### config.mk
export PLATFORM = sky130hd
export DESIGN_NAME = jc_stack_unit_flat
export DESIGN_NICKNAME = d
export VERILOG_FILES = /design/src/rtl/jc_stack_unit_if.sv /design/src/rtl/jc_stack_unit.sv /design/src/flat_wrapper.sv
export SDC_FILE = /design/constraint.sdc
export NUM_CORES = 1
export LEC_CHECK = 0
export BUFFER_PORTS_ARGS = -buffer_cell sky130_fd_sc_hd__buf_2
export CORE_MARGIN = 3
export CORE_UTILIZATION = 45
export CTS_CLUSTER_SIZE = 25
export DETAILED_ROUTE_END_ITERATION = 12
export HOLD_SLACK_MARGIN = 0.02
export PLACE_DENSITY = 0.65
export REMOVE_ABC_BUFFERS = 1
export SYNTH_ARGS = -nofsm -noshare
export SYNTH_HDL_FRONTEND = slang
export SYNTH_SLANG_ARGS = --single-unit
### constraint.sdc
create_clock -name clk -period 3.7 [get_ports clk]
set_input_delay 0.185 -clock clk [delete_from_list [all_inputs] [get_ports clk]]
set_output_delay 0.185 -clock clk [all_outputs]
set_load 0.005 [all_outputs]
### src/rtl/jc_stack_unit_if.sv
// jc_stack_unit_if: program-memory/decode/PC-mux signals of the jump-control unit
interface jc_stack_unit_if #(parameter int AW = 16, parameter int FW = 2, parameter int DEPTH = 4);
  localparam int SW = $clog2(DEPTH + 1);
  logic [AW-1:0] jmp_address_pm;
  logic [AW-1:0] current_address;
  logic [5:0]    op;
  logic [FW-1:0] flag_ex;
  logic          interrupt;
  logic [AW-1:0] jmp_loc;
  logic          pc_mux_sel;
  logic [FW-1:0] flag_restore;
  logic          flag_restore_vld;
  logic          int_ack;
  logic          int_dropped;
  logic          ret_err;
  logic [SW-1:0] depth;
  modport master (
    output jmp_address_pm, current_address, op, flag_ex, interrupt,
    input  jmp_loc, pc_mux_sel, flag_restore, flag_restore_vld, int_ack, int_dropped, ret_err, depth
  );
  modport slave (
    input  jmp_address_pm, current_address, op, flag_ex, interrupt,
    output jmp_loc, pc_mux_sel, flag_restore, flag_restore_vld, int_ack, int_dropped, ret_err, depth
  );
endinterface

### src/rtl/jc_stack_unit.sv
// jc_stack_unit: jump/RET resolution and interrupt vectoring with a DEPTH-entry return stack.
// Optional CALL opcode enabled by defining JC_CALL_EN.
module jc_stack_unit #(
  parameter int AW = 16,
  parameter int FW = 2,
  parameter int DEPTH = 4,
  parameter logic [AW-1:0] VECTOR = 16'hF000
) (
  input logic clk,
  input logic reset,
  jc_stack_unit_if.slave bus
);
  localparam int SW = $clog2(DEPTH + 1);
  localparam int IW = DEPTH > 1 ? $clog2(DEPTH) : 1;
  localparam logic [5:0] OP_JMP = 6'b011000, OP_RET = 6'b010000, OP_JV = 6'b011100,
                         OP_JNV = 6'b011101, OP_JZ = 6'b011110, OP_JNZ = 6'b011111,
                         OP_CALL = 6'b011001;
  typedef enum logic [1:0] {IDLE, VEC, CAPT} state_t;
  state_t state, state_nx;
  logic [AW-1:0] addr_q [DEPTH];
  logic [FW-1:0] flag_q [DEPTH];
  logic [SW-1:0] sp;
  logic [IW-1:0] top, wr;
  logic pending, full, empty, is_ret, is_call, req, accept, drop, pop, call_push, jump;
  always_ff @(posedge clk)
    if (!reset) state <= IDLE;
    else state <= state_nx;
  always_comb begin
    state_nx = state;
    case (state)
      IDLE: state_nx = accept ? VEC : IDLE;
      VEC:  state_nx = CAPT;
      default: state_nx = IDLE;
    endcase
  end
  // RET/CALL are swallowed while the vector override is on the PC mux
  always_comb begin
    full = sp == SW'(DEPTH);
    empty = sp == '0;
    top = IW'(sp - SW'(1));
    wr = IW'(sp);
    is_ret = bus.op == OP_RET && state != VEC;
`ifdef JC_CALL_EN
    is_call = bus.op == OP_CALL && state != VEC;
`else
    is_call = 1'b0;
`endif
    req = bus.interrupt | pending;
    accept = reset && state == IDLE && req && !is_ret && !is_call && !full;
    drop = reset && state == IDLE && req && !is_ret && !is_call && full;
    pop = reset && is_ret && !empty;
    call_push = reset && is_call && !full;
    jump = bus.op == OP_JMP || (bus.op == OP_JV && bus.flag_ex[0]) || (bus.op == OP_JNV && !bus.flag_ex[0]) ||
           (bus.op == OP_JZ && bus.flag_ex[1]) || (bus.op == OP_JNZ && !bus.flag_ex[1]);
  end
  always_comb begin
    bus.pc_mux_sel = state == VEC || pop || is_call || jump;
    bus.jmp_loc = state == VEC ? VECTOR : pop ? addr_q[top] : bus.jmp_address_pm;
    bus.flag_restore = pop ? flag_q[top] : '0;
    bus.flag_restore_vld = pop;
    bus.int_ack = accept;
    bus.int_dropped = drop || (reset && is_call && full);
    bus.ret_err = reset && is_ret && empty;
    bus.depth = sp;
  end
  always_ff @(posedge clk)
    if (!reset) begin
      sp <= '0;
      pending <= 1'b0;
      for (int i = 0; i < DEPTH; i++) begin
        addr_q[i] <= '0;
        flag_q[i] <= '0;
      end
    end else begin
      pending <= !(accept || drop) && (pending || bus.interrupt);
      if (accept || call_push) begin
        addr_q[wr] <= bus.current_address + AW'(1);
        flag_q[wr] <= accept ? '0 : bus.flag_ex;
      end
      if (state == CAPT && !pop) flag_q[top] <= bus.flag_ex;
      sp <= sp + SW'(accept || call_push) - SW'(pop);
    end
endmodule

### src/flat_wrapper.sv
// flat-port wrapper written by rule: the top's interface ports become plain ports
module jc_stack_unit_flat 
#(
  parameter int AW = 16,
  parameter int FW = 2,
  parameter int DEPTH = 4,
  parameter logic [AW-1:0] VECTOR = 16'hF000
)
  (clk, reset, bus_jmp_address_pm, bus_current_address, bus_op, bus_flag_ex, bus_interrupt, bus_jmp_loc, bus_pc_mux_sel, bus_flag_restore, bus_flag_restore_vld, bus_int_ack, bus_int_dropped, bus_ret_err, bus_depth);
  jc_stack_unit_if #(.AW(AW), .FW(FW), .DEPTH(DEPTH)) bus_i ();
  input logic clk;
  input logic reset;
  input wire logic [$bits(bus_i.jmp_address_pm)-1:0] bus_jmp_address_pm;
  input wire logic [$bits(bus_i.current_address)-1:0] bus_current_address;
  input wire logic [$bits(bus_i.op)-1:0] bus_op;
  input wire logic [$bits(bus_i.flag_ex)-1:0] bus_flag_ex;
  input wire logic [$bits(bus_i.interrupt)-1:0] bus_interrupt;
  output wire logic [$bits(bus_i.jmp_loc)-1:0] bus_jmp_loc;
  output wire logic [$bits(bus_i.pc_mux_sel)-1:0] bus_pc_mux_sel;
  output wire logic [$bits(bus_i.flag_restore)-1:0] bus_flag_restore;
  output wire logic [$bits(bus_i.flag_restore_vld)-1:0] bus_flag_restore_vld;
  output wire logic [$bits(bus_i.int_ack)-1:0] bus_int_ack;
  output wire logic [$bits(bus_i.int_dropped)-1:0] bus_int_dropped;
  output wire logic [$bits(bus_i.ret_err)-1:0] bus_ret_err;
  output wire logic [$bits(bus_i.depth)-1:0] bus_depth;
  assign bus_i.jmp_address_pm = bus_jmp_address_pm;
  assign bus_i.current_address = bus_current_address;
  assign bus_i.op = bus_op;
  assign bus_i.flag_ex = bus_flag_ex;
  assign bus_i.interrupt = bus_interrupt;
  assign bus_jmp_loc = bus_i.jmp_loc;
  assign bus_pc_mux_sel = bus_i.pc_mux_sel;
  assign bus_flag_restore = bus_i.flag_restore;
  assign bus_flag_restore_vld = bus_i.flag_restore_vld;
  assign bus_int_ack = bus_i.int_ack;
  assign bus_int_dropped = bus_i.int_dropped;
  assign bus_ret_err = bus_i.ret_err;
  assign bus_depth = bus_i.depth;
  jc_stack_unit #(.AW(AW), .FW(FW), .DEPTH(DEPTH), .VECTOR(VECTOR)) u_core (.clk(clk), .reset(reset), .bus(bus_i));
endmodule
### Yosys cells after proc, flatten, opt, wreduce, memory -nomap -nowiden

Memories as Yosys holds them, arrays and structs flattened.
Index checks and enable logic that the tools add are counted.

* $add $sub $neg: 4
* magnitude comparators: 0
* shift operators: 0
* multipliers: 0
* divide/modulo/power cells: 0
* reduce and logical (&&, ||, !) cells: 35
* bitwise logic cells: 1
* multiplexer cells: 22
* eq/ne operators: 10

Operator list (number)
* $mux W16: 3
* $eq A6 B5 Y1 const B: 6
* $add A16 B1 Y16 const B: 1
* $reduce_or A16 Y1: 1
* $logic_and A1 B1 Y1: 15
* $mux W2: 7
* $mux W1: 11
* $logic_or A1 B1 Y1: 8
* $logic_not A1 Y1: 7
* $pmux W2 S2: 1
* $reduce_or A2 Y1: 2
* $add A3 B1 Y3: 1
* $eq A3 B3 Y1 const B: 1
* $logic_not A3 Y1: 1
* $sub A3 B1 Y3: 1
* $eq A2 B1 Y1 const B: 1
* $eq A2 B2 Y1 const B: 1
* $logic_not A2 Y1: 1
* $ne A2 B1 Y1 const B: 1
* $sub A2 B1 Y2 const B: 1
* $or A1 B1 Y1: 1

* bits in read-only memories: 0
* memories: 2
* bits in writable memories: 72
* bits in registers: 6
* output and inout port bits: 26
* latch bits: 0

Memories
* u_core.addr_q: words 4, bits a word 16, read ports 1, clocked after memory_dff 0, write ports 4, RTL line jc_stack_unit.sv:20 `logic [AW-1:0] addr_q [DEPTH];`
* u_core.flag_q: words 4, bits a word 2, read ports 1, clocked after memory_dff 0, write ports 4, RTL line jc_stack_unit.sv:21 `logic [FW-1:0] flag_q [DEPTH];`

### Depth between registers and ports, before layout

* word-level depth: 11
* depth in mapped cells: 14
* mapped depth without buffers: 12

### Least setup slack after synthesis

No wires, ideal clock.

* kind: reg2reg
* start: reg u_core.sp[0], in the netlist u_core.bus.depth[0]
* end: mem u_core.addr_q[3][0], enable pin
* slack: 0.295 ns
* arrival: 2.991 ns
* cell stages (with the launch flop): 8
* buffers on the path: 2
* required time: 3.286 ns
* cell sequence: dfxtp_1 buf_2 clkinv_1 ha_1 a21oi_2 nand2_1 buf_2 o31ai_1

RTL lines
* start: declaration: RTL line jc_stack_unit.sv:22 `logic [SW-1:0] sp;`
* start signal: assignment: RTL line jc_stack_unit.sv:81 `sp <= sp + SW'(accept || call_push) - SW'(pop);`
* end: declaration: RTL line jc_stack_unit.sv:20

### Final worst setup path

* start: reg u_core.sp[1], in the netlist u_core.bus.depth[1]
* end: out bus_jmp_loc[3]

* word-level cells in the longest chain between the ends: 5
* elaborated cells between the ends (all ways): 7
* classes of those cells: add/sub: 1; mux: 2; reduce/logical: 3; memory: 1

RTL lines
* branches (longest 3 deep; another with $mem_v2 Z4 W16)
* $mux W16 * (2 in series): RTL line jc_stack_unit.sv:58 `bus.jmp_loc = state == VEC ? VECTOR : pop ? addr_q[top] : bus.jmp_address_pm;`
* end: declaration: RTL line flat_wrapper.sv:18 `output wire logic [$bits(bus_i.jmp_loc)-1:0] bus_jmp_loc;`

Mark *: on every way between the ends.

==> summary.md <==
| Metric | Value |
|---|---|
| Final Instance Area | around 4700 µm² |
| Total power | 2.048 mW |
| Max_cap viols | 0 |
| PD cells | ~440 nW/µm² |
| Synthesis-stage register bit count | 78 |
| Sequential cell area fraction in the yosys report | between 50 and 60% |
| Critical path type | flop to primary output |
| Worst-path clk slew | approximately 80 ps |
| Worst R2R Path Depth | 11 |
| Worst IR Drop VDD | 0.0002067 V |
| Core Region | a little under 9000 µm² |
| # hold bufs at CTS | 0 |
| Post-CTS setup buffer count | 0 |
| Clock period minus worst slack | just under 3000 ps |
| Clock latency at the later pin of the worst-skew pair | around 340 ps |
| Ordered cell list for the critical path | inv_2 -> ha_1 -> buf_4 -> mux4_2 -> nand3_1 -> a21oi_1 -> buf_2 |
| Vias in the first global route | a little under 3,000 |
| Antenna viol nets, final | 0 |
| Grt ovf | 0 |
| I/O Buffers | a little under 70 |
| RePlAce Congestion | ~0.83 |
| Avg Inst Size Synth | ~12 µm² |
| Clock share of power | between 20% and 30% |
| Root Driver | clkbuf_8 |
| Dominant synthesized flop cell | edfxtp_1 |
| Via Count | between 2,000 and 3,000 |
| Ys async rst share | 0% |
| Largest net degree at the start of global routing | 31 |
| Layout area overhead | 15.80% |
| Effective utilization at floorplan | between 40% and 50% |
| WHS Path Cells | 2 |
| First DRT Iteration DRCs | between 150 and 200 |
| Status | complete, no violations |
| N_diodes | 0 |
| Hold Path End | u_core.addr_q[3][0] |
| Drt first pass iters | 4 |
| Comb power frac | a little under a fifth |
| Hold Path Class | input port to flop |
| Area post-placement | approximately 4500 µm² |
| Pins Over Slew Limit | 0 |
| DRC | 0 |
| Count of final setup violators | 0 |
| Vias per cell | around 5.6 |
| Clk_skew | roughly 11 ps |
| Ys Warns | 0 |
| CP required | 3510 ps |
| Fmax | between 0.3 and 0.4 GHz |
| DP Wirelength | slightly below 7000 µm |
| Switching Share | roughly a quarter |
| Post-synth EDFFs | between 70 and 80 |
| Die Ht | roughly 100 µm |
| Measured slew at the worst slew-check pin | 899.6 ps |
| Post-synth cell types | 42 |
| Crit path buffers/inverters | 3 |
| Total track usage | between 20% and 30% |
| # IOs | 69 |
| RSZ-0062 raised after global routing | false |
| R2R Path Start | u_core.bus.depth[1] |
| Crit Path Max Fanout | 16 |
| R2R setup slack | 830 ps |
| Critical Path AT | approximately 2700 ps |
| Worst hold slack | around 210 ps |
| First-pass GRT wire length | ~16,000 µm |
| Cts repair resizes | 0 |
| Slew HR | between 30% and 40% |
| Pint | between 1.5 and 2 mW |
| Endpoint type of the worst setup path | primary output |
| CTS Buf Count | 9 |
| Hold Fails Final Rpt | 0 |
| DR WL/cell | around 20 µm |
| Post-Route Setup TNS | 0 ps |
| Nets | 461 |
| Crit-path max cell delay | ~720 ps |
| Psw | about 540 µW |
| CP max-delay cell | ha_1 |
| CTS H-tree depth | 3 |
| Worst r2r dst | u_core.bus.depth[2] |
| Chip width | between 100 and 150 µm |
| Cell row count | 34 |
| CTS tree | yes |
| CP delay by family, top | adder cells |
| Worst setup SP type | flop |
| Fraction of layout cells with a size suffix above 1 | around 28% |
| Initial antenna violation count | 0 |
| P_leak | between 1.5 and 2 nW |
| Reg power frac | 51.7% |
| Mapped Cells | 345 |
| Final wirelength | 10,230 µm |
| Fin crit share | 77.90% |
| HP Start | bus_current_address[0] |
| Cell Area, Synth | around 4100 µm² |
| Area of the die | around 10,000 µm² |
| DP Cell Count | between 500 and 600 |
| Num Clock Sinks | between 70 and 80 |
| Clk buf depth | 2 |
| Layout Cells excl Fill | between 500 and 600 |
==> sequential cells by signal (all words and copies together) (netlist names) <==
name              cells
u_core.addr_q        64
u_core.state          2
u_core.flag_q         8
u_core.pending        1
u_core.bus.depth      3
==> how the worst max path moves through the flow <==
stage | startpoint | end | slack [ps] | cells past startpoint
after floorplan | u_core.bus.depth[0] | u_core.addr_q[3][0] | -750 | 5
after CTS | u_core.bus.depth[0] | u_core.bus.depth[2] | 820 | 11
final | u_core.bus.depth[1] | bus_jmp_loc[3] | 820 | 7
after detailed placement | u_core.bus.depth[0] | u_core.bus.depth[2] | 840 | 11
after global placement | u_core.bus.depth[0] | u_core.bus.depth[2] | 980 | 11
after global routing | u_core.bus.depth[1] | u_core.bus.depth[2] | 560 | 11
==> cells by family after synthesis <==
kind of cell | after synthesis | share of synthesized area [%]
AOI/OAI and AO/OA | 45 | 7.330
xor gates and xnor gates | 17 | 3.665
adders and majority gates | 5 | 1.725
buffers and inverters | 34 | 3.665
DFF | 78 | 56.17
muxes | 18 | 9.978
and+or+nand+nor | 148 | 17.46
==> cells in the final DEF, fill, tap and decap left out, types with 3 or more instances in the layout <==
cell type / instances
dfxtp_1: 5
nor2_1: 74
buf_2: 68
o21ai_0: 18
xor2_1: 5
xnor2_1: 12
inv_1: 11
buf_4: 10
nand2b_1: 3
ha_1: 4
nand4_1: 4
nor3_1: 5
a21oi_1: 13
clkbuf_8: 9
clkbuf_1: 3
nand2_1: 10
and2_1: 3
nand3_1: 29
edfxtp_1: 72
and3_1: 7
mux4_2: 18
nand4_2: 3
nor4_1: 4
==> cell type report <==
type,count,area [µm²]
clock buffer,12,135.1
clock inverter,4,47.55
fill,793,4059
inverter,13,48.80
multi-input combinational,233,1639
sequential,78,2283
tap,108,135.1
timing repair buffer,78,415.4
==> power groups by stage <==
| stage | sequential [mW] | combinational, mW | clock [mW] |
|---|---|---|---|
| global route | 1.06 | 0.422 | 0.661 |
| CTS | 1.06 | 0.386 | 0.615 |
| finish | 1.06 | 0.383 | 0.607 |
| global placement | 1.08 | 0.378 | 0 |
| floorplan | 1.09 | 0.222 | 0 |
| detailed placement | 1.08 | 0.385 | 0 |
==> worst reg2reg max path: cells and delay by family (launching register included) <==
kind	cells	cell delay [ps]
xor+xnor	1	170
flops	1	470
compound gates	1	340
fa+ha+maj	4	1140
simple gates	2	420
buf+inv	3	230
==> synth_stat cells (all sizes together) (2+ instances only) <==
master	instances	share of area, %
nand4	7	1.5
and2	3	0.46
mux4	18	10
inv	12	1.1
nand2b	3	0.46
a311oi	2	0.86
nor4	5	1.1
nand2	10	0.92
o211ai	2	0.37
nor3	5	0.62
o211a	2	0.49
nand3	29	3.6
xnor2	12	2.6
and3	7	1.1
a21oi	14	1.8
xor2	5	1.1
o2111a	2	0.55
nor2	75	6.9
dfxtp	6	3.0
ha	4	1.2
edfxtp	72	53
buf	10	1.4
clkbuf	11	1.0
o21ai	18	2.2
==> per-stage QoR <==
stage	setup WS [ps]	util, %
detailed placement	838.0	51.57
global route	563.4	53.68
floorplan	-753.0	-
CTS	824.6	53.66
finish	817.5	53.68
global placement	975.1	51.57
==> per-layer routing <==
| layer | GRT usage [%] | routed length [µm] |
|---|---|---|
| met2 | 34.33 | 5107 |
| met1 | 29.09 | 4346 |
| met5 | 0 | 0 |
| met4 | 6.544 | 136 |
| met3 | 3.460 | 642 |
Note: power is estimated with default switching activity, not from simulation.
